File: src/rtl/delay_unit_arbiter.sv
// delay_unit_arbiter: two ready/valid requesters share one fixed-latency
// delay pipeline. Beats are granted round-robin, tagged with their source
// channel and returned on the matching output channel LATENCY cycles later.
// An IDLE/RUN/DRAIN sequencer lets the controller quiesce the unit cleanly.
module delay_unit_arbiter #(
    parameter int WIDTH   = 5,
    parameter int LATENCY = 3
) (
    input  logic                             CLK,
    input  logic                             RESETN,
    input  logic                             EN,
    input  logic [WIDTH-1:0]                 I_0_data,
    input  logic                             I_0_valid,
    output logic                             I_0_ready,
    input  logic [WIDTH-1:0]                 I_1_data,
    input  logic                             I_1_valid,
    output logic                             I_1_ready,
    output logic [WIDTH-1:0]                 O_0_data,
    output logic                             O_0_valid,
    input  logic                             O_0_ready,
    output logic [WIDTH-1:0]                 O_1_data,
    output logic                             O_1_valid,
    input  logic                             O_1_ready,
    output logic                             BUSY,
    output logic [$clog2(LATENCY+1)-1:0]     OCC
);

    localparam int                OCC_W   = $clog2(LATENCY + 1);
    localparam logic [OCC_W-1:0]  OCC_ONE = OCC_W'(1);
    localparam logic [OCC_W-1:0]  OCC_MAX = OCC_W'(LATENCY);

    typedef enum logic [1:0] {
        IDLE  = 2'd0,
        RUN   = 2'd1,
        DRAIN = 2'd2
    } state_t;

    state_t               state;
    logic                 last;       // channel granted most recently

    // Stage i holds S(i+1); index LATENCY-1 is the head.
    logic [LATENCY-1:0]   stg_vld;
    logic [LATENCY-1:0]   stg_tag;
    logic [WIDTH-1:0]     stg_dat [LATENCY];

    logic                 head_vld;
    logic                 head_tag;
    logic [WIDTH-1:0]     head_dat;
    logic                 head_rdy;
    logic                 stall;
    logic                 out_hs;
    logic                 can_grant;
    logic                 grant_0;
    logic                 grant_1;
    logic                 accept;
    logic [WIDTH-1:0]     s1_dat;
    logic [OCC_W-1:0]     occ_next;

    assign head_vld = stg_vld[LATENCY-1];
    assign head_tag = stg_tag[LATENCY-1];
    assign head_dat = stg_dat[LATENCY-1];

    // Handshake, stall and round-robin grant; readies never feed back on themselves.
    always_comb begin
        head_rdy  = head_tag ? O_1_ready : O_0_ready;
        stall     = head_vld & ~head_rdy;
        out_hs    = head_vld & ~stall;
        can_grant = (state == RUN) & ~stall;
        grant_0   = can_grant & I_0_valid & (~I_1_valid | last);
        grant_1   = can_grant & I_1_valid & (~I_0_valid | ~last);
        accept    = grant_0 | grant_1;
        // Bubbles enter with zero data so an idle head presents clean zeros.
        s1_dat    = grant_1 ? I_1_data : (grant_0 ? I_0_data : '0);
    end

    // Occupancy bookkeeping: +1 on accept, -1 on output handshake, capped at LATENCY.
    always_comb begin
        occ_next = OCC;
        if (accept && !out_hs && (OCC != OCC_MAX)) begin
            occ_next = OCC + OCC_ONE;
        end else if (!accept && out_hs) begin
            occ_next = OCC - OCC_ONE;
        end
    end

    // Delay pipeline: shift whenever the head is not blocked, hold otherwise.
    always_ff @(posedge CLK) begin
        if (!RESETN) begin
            stg_vld <= '0;
            stg_tag <= '0;
            for (int i = 0; i < LATENCY; i++) begin
                stg_dat[i] <= '0;
            end
        end else if (!stall) begin
            stg_vld[0] <= accept;
            stg_tag[0] <= grant_1;
            stg_dat[0] <= s1_dat;
            for (int i = 1; i < LATENCY; i++) begin
                stg_vld[i] <= stg_vld[i-1];
                stg_tag[i] <= stg_tag[i-1];
                stg_dat[i] <= stg_dat[i-1];
            end
        end
    end

    // Enable/drain sequencer, round-robin pointer and occupancy counter.
    always_ff @(posedge CLK) begin
        if (!RESETN) begin
            state <= IDLE;
            last  <= 1'b1;
            OCC   <= '0;
        end else begin
            OCC <= occ_next;
            if (accept) begin
                last <= grant_1;
            end
            case (state)
                IDLE:    if (EN) state <= RUN;
                RUN:     if (!EN) state <= DRAIN;
                DRAIN: begin
                    if (EN) begin
                        state <= RUN;
                    end else if (occ_next == '0) begin
                        state <= IDLE;
                    end
                end
                default: state <= IDLE;
            endcase
        end
    end

    // Output steering by head tag.
    always_comb begin
        I_0_ready = grant_0;
        I_1_ready = grant_1;
        O_0_valid = head_vld & ~head_tag;
        O_1_valid = head_vld & head_tag;
        O_0_data  = head_tag ? '0 : head_dat;
        O_1_data  = head_tag ? head_dat : '0;
        BUSY      = (state != IDLE) | (|stg_vld);
    end

endmodule
File: config.mk
export PLATFORM = sky130hd
export DESIGN_NAME = delay_unit_arbiter
export DESIGN_NICKNAME = d
export VERILOG_FILES = /design/src/rtl/delay_unit_arbiter.sv
export SDC_FILE = /design/constraint.sdc
export NUM_CORES = 1
export LEC_CHECK = 0
export ABC_AREA = 1
export CORE_MARGIN = 2
export CORE_UTILIZATION = 50
export DETAILED_ROUTE_END_ITERATION = 10
export PLACE_DENSITY_LB_ADDON = 0.08
export SLEW_MARGIN = 10
export SYNTH_ARGS = -nofsm -noshare
export SYNTH_HDL_FRONTEND = slang
export SYNTH_SLANG_ARGS = --single-unit
File: constraint.sdc
create_clock -name CLK -period 2.2 [get_ports CLK]
set_input_delay 0.22 -clock CLK [delete_from_list [all_inputs] [get_ports CLK]]
set_output_delay 0.22 -clock CLK [all_outputs]
set_load 0.03 [all_outputs]
==> impl_metrics.tcl <==
set metrics [dict create \
    core_area_sq_um 2255 \
    cts_tree "built" \
    holdCritStartpoint "EN" \
    antenna_found_initial 0 \
    cts-htree-levels 1 \
    cp-startpoint "stg_tag[2]" \
    switching_power_uw 212.7 \
    worst_ir_drop_vdd_mv 0.3626 \
    start_util_pct 54.33 \
    drc 0 \
    combinationalPowerShare_pct 12.8 \
    report.final.hold_viol_count 0 \
    critPathArrivalTime_ns 1.75 \
    max_slew.worst_pin.slew_ns 0.6013 \
    synthCells 146 \
    worstPathRequired_ns 1.98 \
    cap_violations 0 \
    io_port_bufs 33 \
    power.share.sequential_pct 54.3 \
    synth_common_cells "sky130_fd_sc_hd__inv_1, sky130_fd_sc_hd__nand2_1, sky130_fd_sc_hd__nor2_1" \
    final-max-slew-violation-count 0 \
    synth_cell_types 22 \
    timing.final.setup_violations 0 \
    pwr_density_cell_nw_per_um2 590.0 \
    number_of_global_route_vias_before_repair 966 \
    p_int_uw 769.1 \
    rr_startpoint "state[0]" \
    outcome "finished clean" \
    clock_latency_ns 0.32 \
    setup_tns_ns 0 \
    grt_start_max_net_pins 21 \
    wire_length_of_the_first_global_routing_pass_um 3912 \
    clk_root_buffer_cell "sky130_fd_sc_hd__clkbuf_4" \
    initialDrtViolationCount 28 \
    synth.top_cells.by_area "sky130_fd_sc_hd__edfxtp_1, sky130_fd_sc_hd__dfxtp_1, sky130_fd_sc_hd__inv_1" \
    layout-area-overhead-vs-synth_pct 35.85 \
    synth_async_reset_ratio_pct 0 \
    syn-cell-area_sq_um 1225 \
    die_height_um 53.50 \
    route.detailed.wl_per_inst_um 11.31 \
    cts_made_buffers 3 \
    fin_area_sq_um 1664 \
    number_of_enable_type_register_cells_in_the_synthesized_netlist 15 \
    floorplan.die.width_um 53.50 \
    post_synth.cell_area_avg_sq_um 8.390 \
    clkTransAtPathRegs_ns 0.13 \
    synth_ff_type "sky130_fd_sc_hd__edfxtp_1" \
    total_power_uw 981.8 \
    placement_rows 17 \
    cp_max_fo 10 \
    finalHoldWorstSlack_ns 0.4916 \
    cts-resized-gates 0 \
    grt-ovfl-total 0 \
    share_of_final_layout_standard_cells_stronger_than_drive_strength_1_pct 8.649 \
    synth.top_cell.area_share_pct 36.77 \
    route.vias.total 1048 \
    die_area_sq_um 2862 \
    groute.usage.overall_pct 19.76 \
    worst_slew_margin_rel_pct 59.82 \
    place_congestion 0.7638 \
    postSynthNetCount 164 \
    hp_class "primary input to flop" \
    tritoncts_num_sinks 26 \
    drt-total-wl_um 2410 \
    switching_share_pct 21.66 \
    diodes_inserted 0 \
    fraction_of_the_yosys_area_taken_by_sequential_cells_pct 54.75 \
    drt.antenna.violating_nets 0 \
    clock_path_buffers 2 \
    placement.cell_area_sq_um 1609 \
    cp-start-kind "flop" \
    ys_seq_elements 26 \
    critical_path_class "flop to output pin" \
    dp_hpwl_um 1748 \
    yosysWarnings 0 \
    power.leakage_nw 0.7333 \
    period_share_pct 89.67 \
    postCtsSetupRepairBufs 0 \
    clkPwrFrac_pct 32.9 \
    viasPerCell 4.920 \
    drtPass1Iterations 4 \
    synthDominantAreaCellType "sky130_fd_sc_hd__edfxtp_1" \
    rsz0062_at_grt "no" \
    max_clock_freq_ghz 0.5069 \
    fin_worst_skew_ns 0.003108 \
    timing.critical_path.to_type "output pin" \
    cell_with_the_most_instances_after_synthesis "sky130_fd_sc_hd__inv_1" \
    fin_crit_ns 1.973 \
    floorplan.io_pins 34 \
    nFillCells 175 \
    ctsHoldBuffers 0 \
    nets 204 \
]
## cells by family (layout without fill, tap and decap cells)
kind of cell,Yosys count,after routing,share of synthesized area [%]
adders and majority gates,1,1,1.021
DFF,26,26,54.75
and+or+nand+nor,63,63,23.60
AOI/OAI and AO/OA,18,18,8.886
buffers and inverters,38,77,11.75
## layer usage
metal | routed length [um] | track usage, % | vias up
li1 | - | - | 535
met1 | 966 | 21.66 | 468
met2 | 1228 | 37.04 | 40
met3 | 173 | 2.542 | 5
met4 | 41 | 8.974 | 0
met5 | 0 | 0 | -
## worst paths after layout
check                                   end  slack [ns]  cells after the start
worst min-delay path               state[0]        0.49                      3
worst max register to register     state[1]        0.62                     12
worst max-delay path            O_1_data[2]        0.23                      4
worst min register to register   stg_tag[1]        0.50                      2
## per-stage QoR
step	util (%)	setup WS, ns	instances
floorplan	-	0.7318	146
global placement	71.37	0.1482	209
detailed placement	71.37	0.1138	209
CTS	73.70	0.02499	213
global route	73.81	0.1381	213
finish	73.81	0.2273	213
## worst max-delay path, stage by stage, from the launching register on
cell and delay, ns:
sky130_fd_sc_hd__dfxtp_1 0.46, sky130_fd_sc_hd__buf_4 0.20, sky130_fd_sc_hd__nand2_1 0.06, sky130_fd_sc_hd__inv_1 0.05
sky130_fd_sc_hd__clkdlybuf4s50_1 0.65
## state kept, by name, indices dropped and copies added, names as in the netlist
signal	flops
OCC	2
stg_vld	3
stg_tag	3
state	2
stg_dat	15
last	1
## power by group through the flow
stage / Sequential, mW / Combinational (mW) / Clock [mW]
6_report: 0.533 / 0.126 / 0.323
2_1_floorplan: 0.547 / 0.0600 / 0
3_5_place_dp: 0.544 / 0.125 / 0
4_1_cts: 0.533 / 0.126 / 0.323
3_3_place_gp: 0.543 / 0.121 / 0
5_1_grt: 0.535 / 0.137 / 0.339
## cell usage in the layout, fill, tap and decap left out, types with 3 or more instances in the layout
cell                              count
sky130_fd_sc_hd__clkdlybuf4s50_1     31
sky130_fd_sc_hd__a21oi_1              7
sky130_fd_sc_hd__edfxtp_1            15
sky130_fd_sc_hd__o22ai_1              4
sky130_fd_sc_hd__nor2_1              21
sky130_fd_sc_hd__clkbuf_4             3
sky130_fd_sc_hd__nand3_1              8
sky130_fd_sc_hd__inv_1               35
sky130_fd_sc_hd__dfxtp_1             11
sky130_fd_sc_hd__buf_4                5
sky130_fd_sc_hd__nand2_1             27
## layout make-up
type                       instances  area, sq um  share of cell area, %
clock buffer                       3        22.52                  1.353
clock inverter                     1        30.03                  1.805
inverter                          36        135.1                  8.120
multi-input combinational         82        410.4                  24.66
sequential                        26        670.6                  40.30
tap                               28        35.03                  2.105
timing repair buffer              37        360.3                  21.65
(Power assumes the default switching activity.)
==> patch, RTL diff (config.mk and constraints unchanged) <==
Re-encode `state_t` (3 states) as one-hot, 3 bits wide.
--- a/src/rtl/delay_unit_arbiter.sv
+++ b/src/rtl/delay_unit_arbiter.sv
@@ -29,10 +29,10 @@
     localparam logic [OCC_W-1:0]  OCC_ONE = OCC_W'(1);
     localparam logic [OCC_W-1:0]  OCC_MAX = OCC_W'(LATENCY);
 
-    typedef enum logic [1:0] {
-        IDLE  = 2'd0,
-        RUN   = 2'd1,
-        DRAIN = 2'd2
+    typedef enum logic [2:0] {
+        IDLE  = 3'b001,
+        RUN   = 3'b010,
+        DRAIN = 3'b100
     } state_t;
 
     state_t               state;
Formal check against the unedited RTL: no difference found for any inputs over 10 cycles, from zero or initial values and one cycle with RESETN low; not proved beyond that.
==> patch against the unedited design <==
Setup slack got worse by 0.035 ns. Synthesized cell count increased by 10%. Non-clock buffer count decreased by 1. Combinational power decreased by 12%. Sequential cell count increased by 1. Final area increased by 3.2%. Largest cell class unchanged. Largest power group unchanged. Routed wire length increased by 2.7%. Synthesized area increased by 7.3%. Clock skew decreased by 0.0015 ns. Cell count increased by 7.0%. Total power decreased by 11%.
==> patch: results <==
metrics = {
    "outcome": {
        "outcome": "complete, no violations",
    },
    "sta": {
        "holdWs_ns": 0.492,
        "setup_ws_ns": 0.192,
        "skew_ns": 0.00161,
    },
    "placement": {
        "gp_congestion": 0.838,
        "pre_cts_ws_ns": 0.144,
        "placed_area_um2": 1690,
        "dp_cells": 224,
        "dp_hpwl_um": 1900,
    },
    "pwr": {
        "vdd_drop_max_uv": 507,
        "leakagePower_uw": 0.000742,
    },
    "setup_path": {
        "startpoint": "state[0]",
        "reg2regPathDepth": 13,
        "ff2ff_setup_slack_ns": 0.54,
        "r2r_end": "state[0]",
        "cp-endpoint": "BUSY",
    },
    "detailed_routing": {
        "num_vias": 1140,
        "drt_first_iter_violations": 25,
        "vias_per_cell": 5.00,
    },
    "synthesis": {
        "synthCells": 161,
        "synth_nets": 179,
        "synth_common_cells": "41 x inv_1, 25 x nand2_1, 21 x nor2_1",
        "ys_seq_area_share_pct": 52.6,
        "ys_types": 24,
    },
    "clock_tree": {
        "clk_pin_slew_worst_paths_ns": 0.15,
    },
    "cells_and_area": {
        "layout-drive-gt1-share_pct": 9.09,
        "n_antenna_cell": 0,
        "fillCellCount": 203,
    },
    "worst_hold_path": {
        "hp-class": "register to register",
        "whs_endpoint": "stg_tag[0]",
        "hp-start": "stg_tag[0]",
    },
    "global_route": {
        "grt_util_all_layers_pct": 16.7,
        "grt_pass1_vias": 1024,
    },
}
## patch: layout make-up
| cell class | count | area share [%] |
|---|---|---|
| sequential | 27 | 40.2 |
| multi-input combinational | 89 | 26.4 |
| timing repair buffer | 36 | 20.3 |
| inverter | 42 | 9.18 |
| tap | 30 | 2.18 |
| clock buffer | 3 | 1.31 |
| clock inverter | 1 | 0.437 |
## patch: repair_timing
| item | 4_1_cts | 5_1_grt |
|---|---|---|
| resized for setup | 1 | 0 |
| hold endpoints to repair | 0 | 0 |
| endpoints found under the setup margin | 1 | 0 |
## patch: power by group through the flow
| stage | clock (uW) | combinational [uW] | sequential [uW] |
|---|---|---|---|
| 6_report | 222 | 111 | 542 |
| 5_1_grt | 251 | 122 | 544 |
| 4_1_cts | 225 | 110 | 542 |
| 3_5_place_dp | 0 | 110 | 553 |
| 3_3_place_gp | 0 | 107 | 552 |
| 2_1_floorplan | 0 | 56.9 | 554 |
## patch: routing by layer
| layer | vias up | track usage, % | part of all wire (%) |
|---|---|---|---|
| met5 | - | 0 | 0 |
| met4 | 0 | 6.62 | 1.2 |
| met3 | 2 | 3.28 | 7.8 |
| met2 | 55 | 29.3 | 49 |
| met1 | 503 | 19.9 | 42 |
| li1 | 580 | - | - |
## patch: critical path: stages, from the launching register on
cell	delay, ns
dfxtp_1	0.37
inv_1	0.07
nor3_1	0.25
nand4_1	0.14
clkdlybuf4s50_1	0.62
## patch: cells by family (layout without fill, tap and decap cells)
logic type / Yosys count / in the layout / synth area share [%]
flops: 27 / 27 / 52.6
buf+inv: 45 / 82 / 13.0
simple gates: 68 / 68 / 24.6
fa+ha+maj: 1 / 1 / 0.952
compound gates: 20 / 20 / 8.95
